## src/rtl/seq_divider32_if.sv

```systemverilog
// ----------------------------------------------------------------------------
// seq_divider32_if
//   Request/response bundle between the ALU controller and the sequential
//   divider.
//
//   start        controller -> divider  one-cycle request pulse
//   div_in0      controller -> divider  dividend
//   div_in1      controller -> divider  divisor
//   busy         divider -> controller  operation in progress
//   done         divider -> controller  one-cycle completion strobe
//   quotient     divider -> controller  result quotient (held)
//   remainder    divider -> controller  result remainder (held)
//   div_by_zero  divider -> controller  last completed op had a zero divisor
// ----------------------------------------------------------------------------
interface seq_divider32_if #(
   parameter int unsigned WIDTH = 32
);
   logic             start;
   logic [WIDTH-1:0] div_in0;
   logic [WIDTH-1:0] div_in1;
   logic             busy;
   logic             done;
   logic [WIDTH-1:0] quotient;
   logic [WIDTH-1:0] remainder;
   logic             div_by_zero;

   // ALU controller side
   modport master (
      output start,
      output div_in0,
      output div_in1,
      input  busy,
      input  done,
      input  quotient,
      input  remainder,
      input  div_by_zero
   );

   // Divider side
   modport slave (
      input  start,
      input  div_in0,
      input  div_in1,
      output busy,
      output done,
      output quotient,
      output remainder,
      output div_by_zero
   );
endinterface

```

## src/rtl/seq_divider32.sv

```systemverilog
// ----------------------------------------------------------------------------
// seq_divider32
//   Multi-cycle unsigned restoring divider. One subtract-and-shift step per
//   clock through a single WIDTH+1-bit subtractor.
//
//   clk     rising-edge clock
//   rst_n   asynchronous active-low reset; aborts any operation in flight
//   div_io  slave side of seq_divider32_if:
//             start/div_in0/div_in1 in, busy/done/quotient/remainder/
//             div_by_zero out (all outputs registered)
//
//   Sequence: IDLE -> LOAD -> RUN (WIDTH steps) -> DONE. A zero divisor goes
//   straight from IDLE/DONE to DONE. A start in DONE is accepted like one in
//   IDLE so operations can run back to back.
// ----------------------------------------------------------------------------
module seq_divider32 #(
   parameter int unsigned WIDTH = 32,
   parameter int unsigned CNT_W = 6
) (
   input  logic           clk,
   input  logic           rst_n,
   seq_divider32_if.slave div_io
);

   typedef enum logic [1:0] {StIdle, StLoad, StRun, StDone} state_e;

   state_e state_q, state_d;

   logic [WIDTH-1:0] shreg_q, shreg_d;     // dividend bits out, quotient bits in
   logic [WIDTH-1:0] divisor_q, divisor_d;
   // The partial remainder is always below the divisor, so its WIDTH+1-th bit
   // is structurally zero and only the low WIDTH bits are stored.
   logic [WIDTH-1:0] prem_q, prem_d;
   logic [CNT_W-1:0] cnt_q, cnt_d;

   logic [WIDTH-1:0] quot_q, quot_d;
   logic [WIDTH-1:0] rem_q, rem_d;
   logic             dbz_q, dbz_d;
   logic             busy_q, busy_d;
   logic             done_q, done_d;

   logic             accept;
   logic             zero_div;
   logic             last_step;
   logic [WIDTH:0]   shifted;
   logic [WIDTH:0]   trial;
   logic             qbit;

   // start is only looked at when no operation is in flight
   assign accept    = ((state_q == StIdle) || (state_q == StDone)) && div_io.start;
   assign zero_div  = (div_io.div_in1 == '0);
   assign last_step = (state_q == StRun) && (cnt_q == CNT_W'(1));

   // Restoring step: bring in the next dividend bit and try to subtract.
   assign shifted = {prem_q, shreg_q[WIDTH-1]};
   assign trial   = shifted - {1'b0, divisor_q};
   assign qbit    = ~trial[WIDTH];

   // ---------------------------------------------------------------------
   // FSM: state register
   // ---------------------------------------------------------------------
   always_ff @(posedge clk or negedge rst_n) begin
      if (!rst_n) begin
         state_q <= StIdle;
      end else begin
         state_q <= state_d;
      end
   end

   // ---------------------------------------------------------------------
   // FSM: next-state logic
   // ---------------------------------------------------------------------
   always_comb begin
      state_d = state_q;
      unique case (state_q)
         StIdle, StDone: begin
            if (div_io.start) begin
               state_d = zero_div ? StDone : StLoad;
            end else begin
               state_d = StIdle;
            end
         end
         StLoad: state_d = StRun;
         StRun: begin
            if (cnt_q == CNT_W'(1)) begin
               state_d = StDone;
            end
         end
         default: state_d = StIdle;
      endcase
   end

   // ---------------------------------------------------------------------
   // FSM: outputs, decoded from the next state so they leave a flop
   // ---------------------------------------------------------------------
   always_comb begin
      busy_d = 1'b0;
      done_d = 1'b0;
      unique case (state_d)
         StLoad, StRun: busy_d = 1'b1;
         StDone:        done_d = 1'b1;
         default:       ;
      endcase
   end

   // ---------------------------------------------------------------------
   // Datapath next-state
   // ---------------------------------------------------------------------
   always_comb begin
      shreg_d   = shreg_q;
      divisor_d = divisor_q;
      prem_d    = prem_q;
      cnt_d     = cnt_q;
      quot_d    = quot_q;
      rem_d     = rem_q;
      dbz_d     = dbz_q;

      if (accept) begin
         shreg_d   = div_io.div_in0;
         divisor_d = div_io.div_in1;
         prem_d    = '0;
         cnt_d     = CNT_W'(WIDTH);
         if (zero_div) begin
            // Zero divisor: all-ones quotient, dividend passes through.
            quot_d = '1;
            rem_d  = div_io.div_in0;
            dbz_d  = 1'b1;
         end
      end else if (state_q == StRun) begin
         prem_d  = qbit ? trial[WIDTH-1:0] : shifted[WIDTH-1:0];
         shreg_d = {shreg_q[WIDTH-2:0], qbit};
         cnt_d   = cnt_q - CNT_W'(1);
         if (last_step) begin
            quot_d = {shreg_q[WIDTH-2:0], qbit};
            rem_d  = qbit ? trial[WIDTH-1:0] : shifted[WIDTH-1:0];
            dbz_d  = 1'b0;
         end
      end
   end

   // ---------------------------------------------------------------------
   // Datapath and result registers
   // ---------------------------------------------------------------------
   always_ff @(posedge clk or negedge rst_n) begin
      if (!rst_n) begin
         shreg_q   <= '0;
         divisor_q <= '0;
         prem_q    <= '0;
         cnt_q     <= '0;
         quot_q    <= '0;
         rem_q     <= '0;
         dbz_q     <= 1'b0;
         busy_q    <= 1'b0;
         done_q    <= 1'b0;
      end else begin
         shreg_q   <= shreg_d;
         divisor_q <= divisor_d;
         prem_q    <= prem_d;
         cnt_q     <= cnt_d;
         quot_q    <= quot_d;
         rem_q     <= rem_d;
         dbz_q     <= dbz_d;
         busy_q    <= busy_d;
         done_q    <= done_d;
      end
   end

   assign div_io.busy        = busy_q;
   assign div_io.done        = done_q;
   assign div_io.quotient    = quot_q;
   assign div_io.remainder   = rem_q;
   assign div_io.div_by_zero = dbz_q;

   // done and busy decode from different states of one register
   a_done_busy_excl : assert property (@(posedge clk) disable iff (!rst_n)
      !(done_q && busy_q));

endmodule

```

## src/flat_wrapper.sv

```systemverilog
// flat-port wrapper written by rule: the top's interface ports become plain ports
module seq_divider32_flat 
#(
   parameter int unsigned WIDTH = 32,
   parameter int unsigned CNT_W = 6
)
  (clk, rst_n, div_io_start, div_io_div_in0, div_io_div_in1, div_io_busy, div_io_done, div_io_quotient, div_io_remainder, div_io_div_by_zero);
  seq_divider32_if #(.WIDTH(WIDTH)) div_io_i ();
  input  logic clk;
  input  logic rst_n;
  input wire logic [$bits(div_io_i.start)-1:0] div_io_start;
  input wire logic [$bits(div_io_i.div_in0)-1:0] div_io_div_in0;
  input wire logic [$bits(div_io_i.div_in1)-1:0] div_io_div_in1;
  output wire logic [$bits(div_io_i.busy)-1:0] div_io_busy;
  output wire logic [$bits(div_io_i.done)-1:0] div_io_done;
  output wire logic [$bits(div_io_i.quotient)-1:0] div_io_quotient;
  output wire logic [$bits(div_io_i.remainder)-1:0] div_io_remainder;
  output wire logic [$bits(div_io_i.div_by_zero)-1:0] div_io_div_by_zero;
  assign div_io_i.start = div_io_start;
  assign div_io_i.div_in0 = div_io_div_in0;
  assign div_io_i.div_in1 = div_io_div_in1;
  assign div_io_busy = div_io_i.busy;
  assign div_io_done = div_io_i.done;
  assign div_io_quotient = div_io_i.quotient;
  assign div_io_remainder = div_io_i.remainder;
  assign div_io_div_by_zero = div_io_i.div_by_zero;
  seq_divider32 #(.WIDTH(WIDTH), .CNT_W(CNT_W)) u_core (.clk(clk), .rst_n(rst_n), .div_io(div_io_i));
endmodule
```

## config.mk

```make
export PLATFORM = sky130hd
export DESIGN_NAME = seq_divider32_flat
export DESIGN_NICKNAME = d
export VERILOG_FILES = /design/src/rtl/seq_divider32_if.sv /design/src/rtl/seq_divider32.sv /design/src/flat_wrapper.sv
export SDC_FILE = /design/constraint.sdc
export NUM_CORES = 1
export LEC_CHECK = 0
export BUFFER_PORTS_ARGS = -buffer_cell sky130_fd_sc_hd__buf_2
export CELL_PAD_IN_SITES_DETAIL_PLACEMENT = 0
export CELL_PAD_IN_SITES_GLOBAL_PLACEMENT = 1
export CORE_MARGIN = 10
export CORE_UTILIZATION = 47
export DETAILED_ROUTE_END_ITERATION = 10
export GPL_ROUTABILITY_DRIVEN = 0
export HOLD_SLACK_MARGIN = 0.02
export MAX_ROUTING_LAYER = met4
export PLACE_DENSITY_LB_ADDON = 0.05
export SLEW_MARGIN = 10
export SYNTH_ARGS = -nofsm -noshare
export SYNTH_HDL_FRONTEND = slang
export SYNTH_SLANG_ARGS = --single-unit
export TNS_END_PERCENT = 5
```

## constraint.sdc

```tcl
create_clock -name clk -period 5.9 [get_ports clk]
set_input_delay 0.885 -clock clk [delete_from_list [all_inputs] [get_ports clk]]
set_output_delay 0.885 -clock clk [all_outputs]
set_load 0.05 [all_outputs]
```

# --- Word level (Yosys, flattened, before mapping) ---
# Index checks and enable logic that the tools add are counted.
totals:
  regBits: 171
  input_bits: 67
  output_inout_bits: 67
  elab_cells: 56
classes:
  n_addsub: 2
  n_eq_ne: 8
  n_mux: 25
  n_bitwise: 1
  n_reduce_logical: 10
op_table:
  columns: ["operator", "n"]
  rows:
  - ["$mux W32", 13]
  - ["$sub A33 B32 Y33", 1]
  - ["$logic_not A32 Y1", 1]
  - ["$mux W6", 2]
  - ["$eq A2 B2 Y1 const B", 4]
  - ["$eq A6 B1 Y1 const B", 1]
  - ["$mux W1", 6]
  - ["$mux W2", 3]
  - ["$pmux W2 S3", 1]
  - ["$sub A6 B1 Y6 const B", 1]
  - ["$eq A2 B1 Y1 const B", 2]
  - ["$reduce_bool A2 Y1", 2]
  - ["$reduce_or A2 Y1", 2]
  - ["$reduce_and A3 Y1", 1]
  - ["$logic_and A1 B1 Y1", 2]
  - ["$logic_not A2 Y1", 1]
  - ["$ne A2 B2 Y1 const B", 1]
  - ["$logic_or A1 B1 Y1", 1]
  - ["$not A1 Y1", 1]

# --- Depth between registers and ports, before layout ---
logic_depth:
  word_depth: 7
  mapped_depth: 14
  ltp_nobuf: 12

# --- Worst setup path after synthesis ---
# Ideal clock, no wire load.
synth_path:
  path_type: "reg2reg"
  startpoint: "register u_core.shreg_q[31]"
  endpoint: "register u_core.rem_q[22], in the netlist u_core.div_io.remainder[22]"
  setup_time_ns: 0.104
  arrival_time_ns: 2.996
  required_ns: 5.796
  setup_slack_ns: 2.801
  path_stages_with_launch: 15
  period_less_slack_ns: 3.099
  path_cell_list: "dfrtp_1 -> inv_1 -> ha_1 -> inv_1 -> fa_1 -> a211oi_1 -> o21ai_1 -> and2_1 -> a32o_1 -> o21ai_1 -> or3b_1 -> buf_6 -> buf_6 -> mux2i_1 -> a221oi_1"
synth_between:
  elab_chain_cells: 5
synth_rtl:
  columns: ["item", "line", "text"]
  rows:
  - ["start, declared", "seq_divider32.sv:29", "logic [WIDTH-1:0] shreg_q, shreg_d;"]
  - ["start signal, assigned", "seq_divider32.sv:156", "shreg_q <= shreg_d;"]
  - ["$sub A33 B32 Y33", "seq_divider32.sv:56", "assign trial = shifted - {1'b0, divisor_q};"]
  - ["$mux W32", "seq_divider32.sv:135", "rem_d = qbit ? trial[WIDTH-1:0] : shifted[WIDTH-1:0];"]
  - ["$mux W32", "seq_divider32.sv:133", "if (last_step) begin"]
  - ["$mux W32", "seq_divider32.sv:129", "end else if (state_q == StRun) begin"]
  - ["$mux W32", "seq_divider32.sv:118", "if (accept) begin"]
  - ["end signal, assigned", "seq_divider32.sv:161", "rem_q <= rem_d;"]
  - ["end, declared", "seq_divider32.sv:37", "logic [WIDTH-1:0] rem_q, rem_d;"]
# Every way passes these cells. The select of a mux whose other input is x is not followed.
# A chain may end at the register's enable or synchronous reset.

# --- Worst setup path in the final report ---
layout_path:
  startpoint: "register u_core.shreg_q[31]"
  endpoint: "register u_core.rem_q[13], in the netlist u_core.div_io.remainder[13]"
# The elaborated chain is that of the path after synthesis.

==> impl_metrics.sql <==
INSERT INTO impl_metrics (metric_group, metric, value, unit) VALUES
('worst_setup_path', 'ff2ff_setup_slack', '1.66', 'ns'),
('worst_hold_path', 'hold_path_class', 'in2async', ''),
('detailed_routing', 'firstDrtPassIters', '5', ''),
('synthesis', 'synth.yosys.warnings', '0', ''),
('synthesis', 'post-synth-top-area-cell', 'sky130_fd_sc_hd__dfrtp_1', ''),
('worst_setup_path', 'critPathTopFamily', 'compound AO/OA/AOI/OAI gates', ''),
('worst_setup_path', 'crit_slowest_cell', 'sky130_fd_sc_hd__or3b_1', ''),
('global_routing', 'grt_pass1_vias', '7615', ''),
('timing', 'final.setup.tns', '0', 'ns'),
('die', 'ios', '134', ''),
('placement', 'numPlacedInstances', '1408', ''),
('detailed_routing', 'drc', '0', ''),
('layout', 'insertedDiodeCount', '0', ''),
('timing', 'post-route-period-util', '71.86', '%'),
('clock_network', 'clock-sinks', '171', ''),
('worst_setup_path', 'ff_to_ff_start', 'u_core.shreg_q[31]$_DFFE_PN0P_', ''),
('worst_setup_path', 'worstRegToRegCells', '13', ''),
('die', 'core_region_area', '19590', 'sq um'),
('worst_setup_path', 'timing.critical_path.from_type', 'flip-flop', ''),
('detailed_routing', 'viasPerCell', '5.471', ''),
('worst_setup_path', 'crit_chain', 'inv_1, ha_1, inv_1, fa_1, a211oi_1, o21ai_1, and2_1, a32o_1, o31ai_4, or3b_1, buf_4, mux2i_1, a221oi_1', ''),
('timing', 'post-route-worst-setup-slack', '1.660', 'ns'),
('detailed_routing', 'postRouteWirelength', '26020', 'um'),
('placement', 'half_perimeter_wire_length_after_placement', '19470', 'um'),
('layout', 'nets', '1266', ''),
('timing', 'max_freq', '235.9', 'MHz'),
('worst_setup_path', 'worst_reg2reg_path_endpoint', 'u_core.div_io.remainder[13]$_DFFE_PN0P_', ''),
('synthesis', 'synth_cells', '1065', ''),
('worst_setup_path', 'crit_top_cell', 'sky130_fd_sc_hd__inv_1', ''),
('clock_network', 'cts_buffers', '17', ''),
('layout', 'area_delta_synth_final', '14.84', '%'),
('timing', 'setup_viols_final', '0', ''),
('detailed_routing', 'routedWlPerCell', '18.07', 'um'),
('timing', 'setup_repair_after_global_routing_missed_its_margin', 'false', ''),
('die', 'rows', '51', ''),
('timing', 'final_hold_viol_count', '0', ''),
('worst_setup_path', 'crit_path_end_kind', 'flip-flop', ''),
('job', 'max-cap-violations', '0', ''),
('timing', 'clock_skew', '0.01347', 'ns'),
('outcome', 'status', 'complete, no violations', ''),
('detailed_routing', 'drtIter0Drc', '573', ''),
('clock_network', 'clkTransAtPathRegs', '0.07', 'ns'),
('placement', 'preCtsSetupSlack', '1.660', 'ns'),
('timing', 'finalMaxSlewViolations', '0', ''),
('detailed_routing', 'route.vias.total', '7878', ''),
('die', 'die_h', '161.7', 'um'),
('die', 'start_util', '48.16', '%'),
('global_routing', 'grt_pass1_wl', '42000', 'um'),
('synthesis', 'synth-seq-area-share', '45.36', '%'),
('clock_network', 'cts_root_buffer', 'sky130_fd_sc_hd__clkbuf_16', ''),
('synthesis', 'synth-edff-count', '0', ''),
('clock_network', 'post_cts_hold_buffer_count', '0', ''),
('synthesis', 'syn-mean-instance-area', '8.858', 'sq um'),
('clock_network', 'cts.path.max_buffers', '2', ''),
('placement', 'port_buffers', '133', ''),
('layout', 'core_util_final', '55.30', '%'),
('layout', 'layout-drive-gt1-share', '16.60', '%'),
('synthesis', 'synth.top_cells.by_area', 'sky130_fd_sc_hd__dfrtp_1, sky130_fd_sc_hd__o21ai_0, sky130_fd_sc_hd__mux2i_1, sky130_fd_sc_hd__a21oi_1, sky130_fd_sc_hd__nand2_1', ''),
('clock_network', 'post_cts_resize_count', '0', ''),
('synthesis', 'nets_in_the_synthesized_netlist', '1169', ''),
('timing', 'layout_min_cycle_time', '4.240', 'ns'),
('worst_setup_path', 'worstSetupPathType', 'reg2reg', ''),
('worst_setup_path', 'worstPathMaxFanout', '23', ''),
('timing', 'worst_pin_slew', '1.145', 'ns'),
('clock_network', 'cts_tree', 'yes', ''),
('synthesis', 'number_of_distinct_library_cells_after_synthesis', '65', ''),
('global_routing', 'grt.total_usage', '20.43', '%'),
('worst_setup_path', 'cp_num_buf_inv', '3', ''),
('clock_network', 'postCtsSetupRepairBufs', '0', ''),
('synthesis', 'ys_ff_latch', '171', ''),
('detailed_routing', 'route.antenna.remaining_nets', '0', '');
[synthesized netlist by cell type, drive strengths merged (3+ instances only)]
master / count
dfrtp: 171
nand2: 138
o21ai: 135
a21oi: 106
nor2: 99
mux2i: 57
clkbuf: 53
inv: 43
ha: 36
nand3: 28
nor3: 16
a31oi: 14
xnor2: 14
xor2: 13
a21o: 12
buf: 11
nor4: 11
a211oi: 8
and2: 8
a41oi: 6
and3: 6
nand4: 6
nand2b: 5
o21a: 5
nand3b: 4
o21bai: 4
o41ai: 4
or2: 4
or3: 4
a221oi: 3
mux2: 3
nor4b: 3
o211ai: 3
o31a: 3
o31ai: 3
[per-stage QoR]
stage | hold WS [ns] | instance area [sq um]
6_report | 0.3645 | 10830
5_1_grt | 0.3785 | 10830
4_1_cts | 0.3699 | 10830
3_5_place_dp | 0.4648 | 10260
3_3_place_gp | 0.4553 | 10260
2_1_floorplan | 0.4523 | 9434
[worst max path at each step]
stage | endpoint | slack, ns
after floorplan | u_core.div_io.remainder[22]$_DFFE_PN0P_ | 2.80
after global placement | u_core.div_io.remainder[13]$_DFFE_PN0P_ | 1.78
after detailed placement | u_core.div_io.remainder[13]$_DFFE_PN0P_ | 1.66
after CTS | u_core.div_io.remainder[13]$_DFFE_PN0P_ | 1.64
after global routing | u_core.div_io.remainder[13]$_DFFE_PN0P_ | 1.39
final | u_core.div_io.remainder[13]$_DFFE_PN0P_ | 1.66
[cell families after synthesis]
group | after synthesis | share of synthesized area (%)
and+or+nand+nor | 340 | 16.05
AOI/OAI and AO/OA | 323 | 20.04
DFF | 171 | 45.36
buffers and inverters | 107 | 4.615
muxes | 60 | 6.446
adders and majority gates | 37 | 4.987
xor gates and xnor gates | 27 | 2.507
[routing by layer]
layer	up-vias	wire, um	track usage [%]
met1	3674	13350	29.86
met5	-	0	-
met3	22	1376	3.210
li1	3973	-	-
met4	0	267	4.880
met2	209	11030	29.04
[flip-flops by register name, summed over array words and instances (netlist names)]
signal	cells
u_core.div_io.quotient	32
u_core.div_io.div_by_zero	1
u_core.div_io.remainder	32
u_core.prem_q	32
u_core.div_io.done	1
u_core.state_q	2
u_core.cnt_q	6
u_core.div_io.busy	1
u_core.divisor_q	32
u_core.shreg_q	32
[cell type report]
type	count	area [sq um]
Fill cell	1872	8756
Multi-Input combinational cell	787	4751
Sequential cell	171	4279
Timing Repair Buffer	142	739.5
Clock buffer	17	425.4
Tap cell	265	331.6
Inverter	43	161.4
Clock inverter	15	146.4
Power is left out: the tool's default activity adds up to more than one toggle a clock period on the data nets, which glitch-free logic cannot reach.
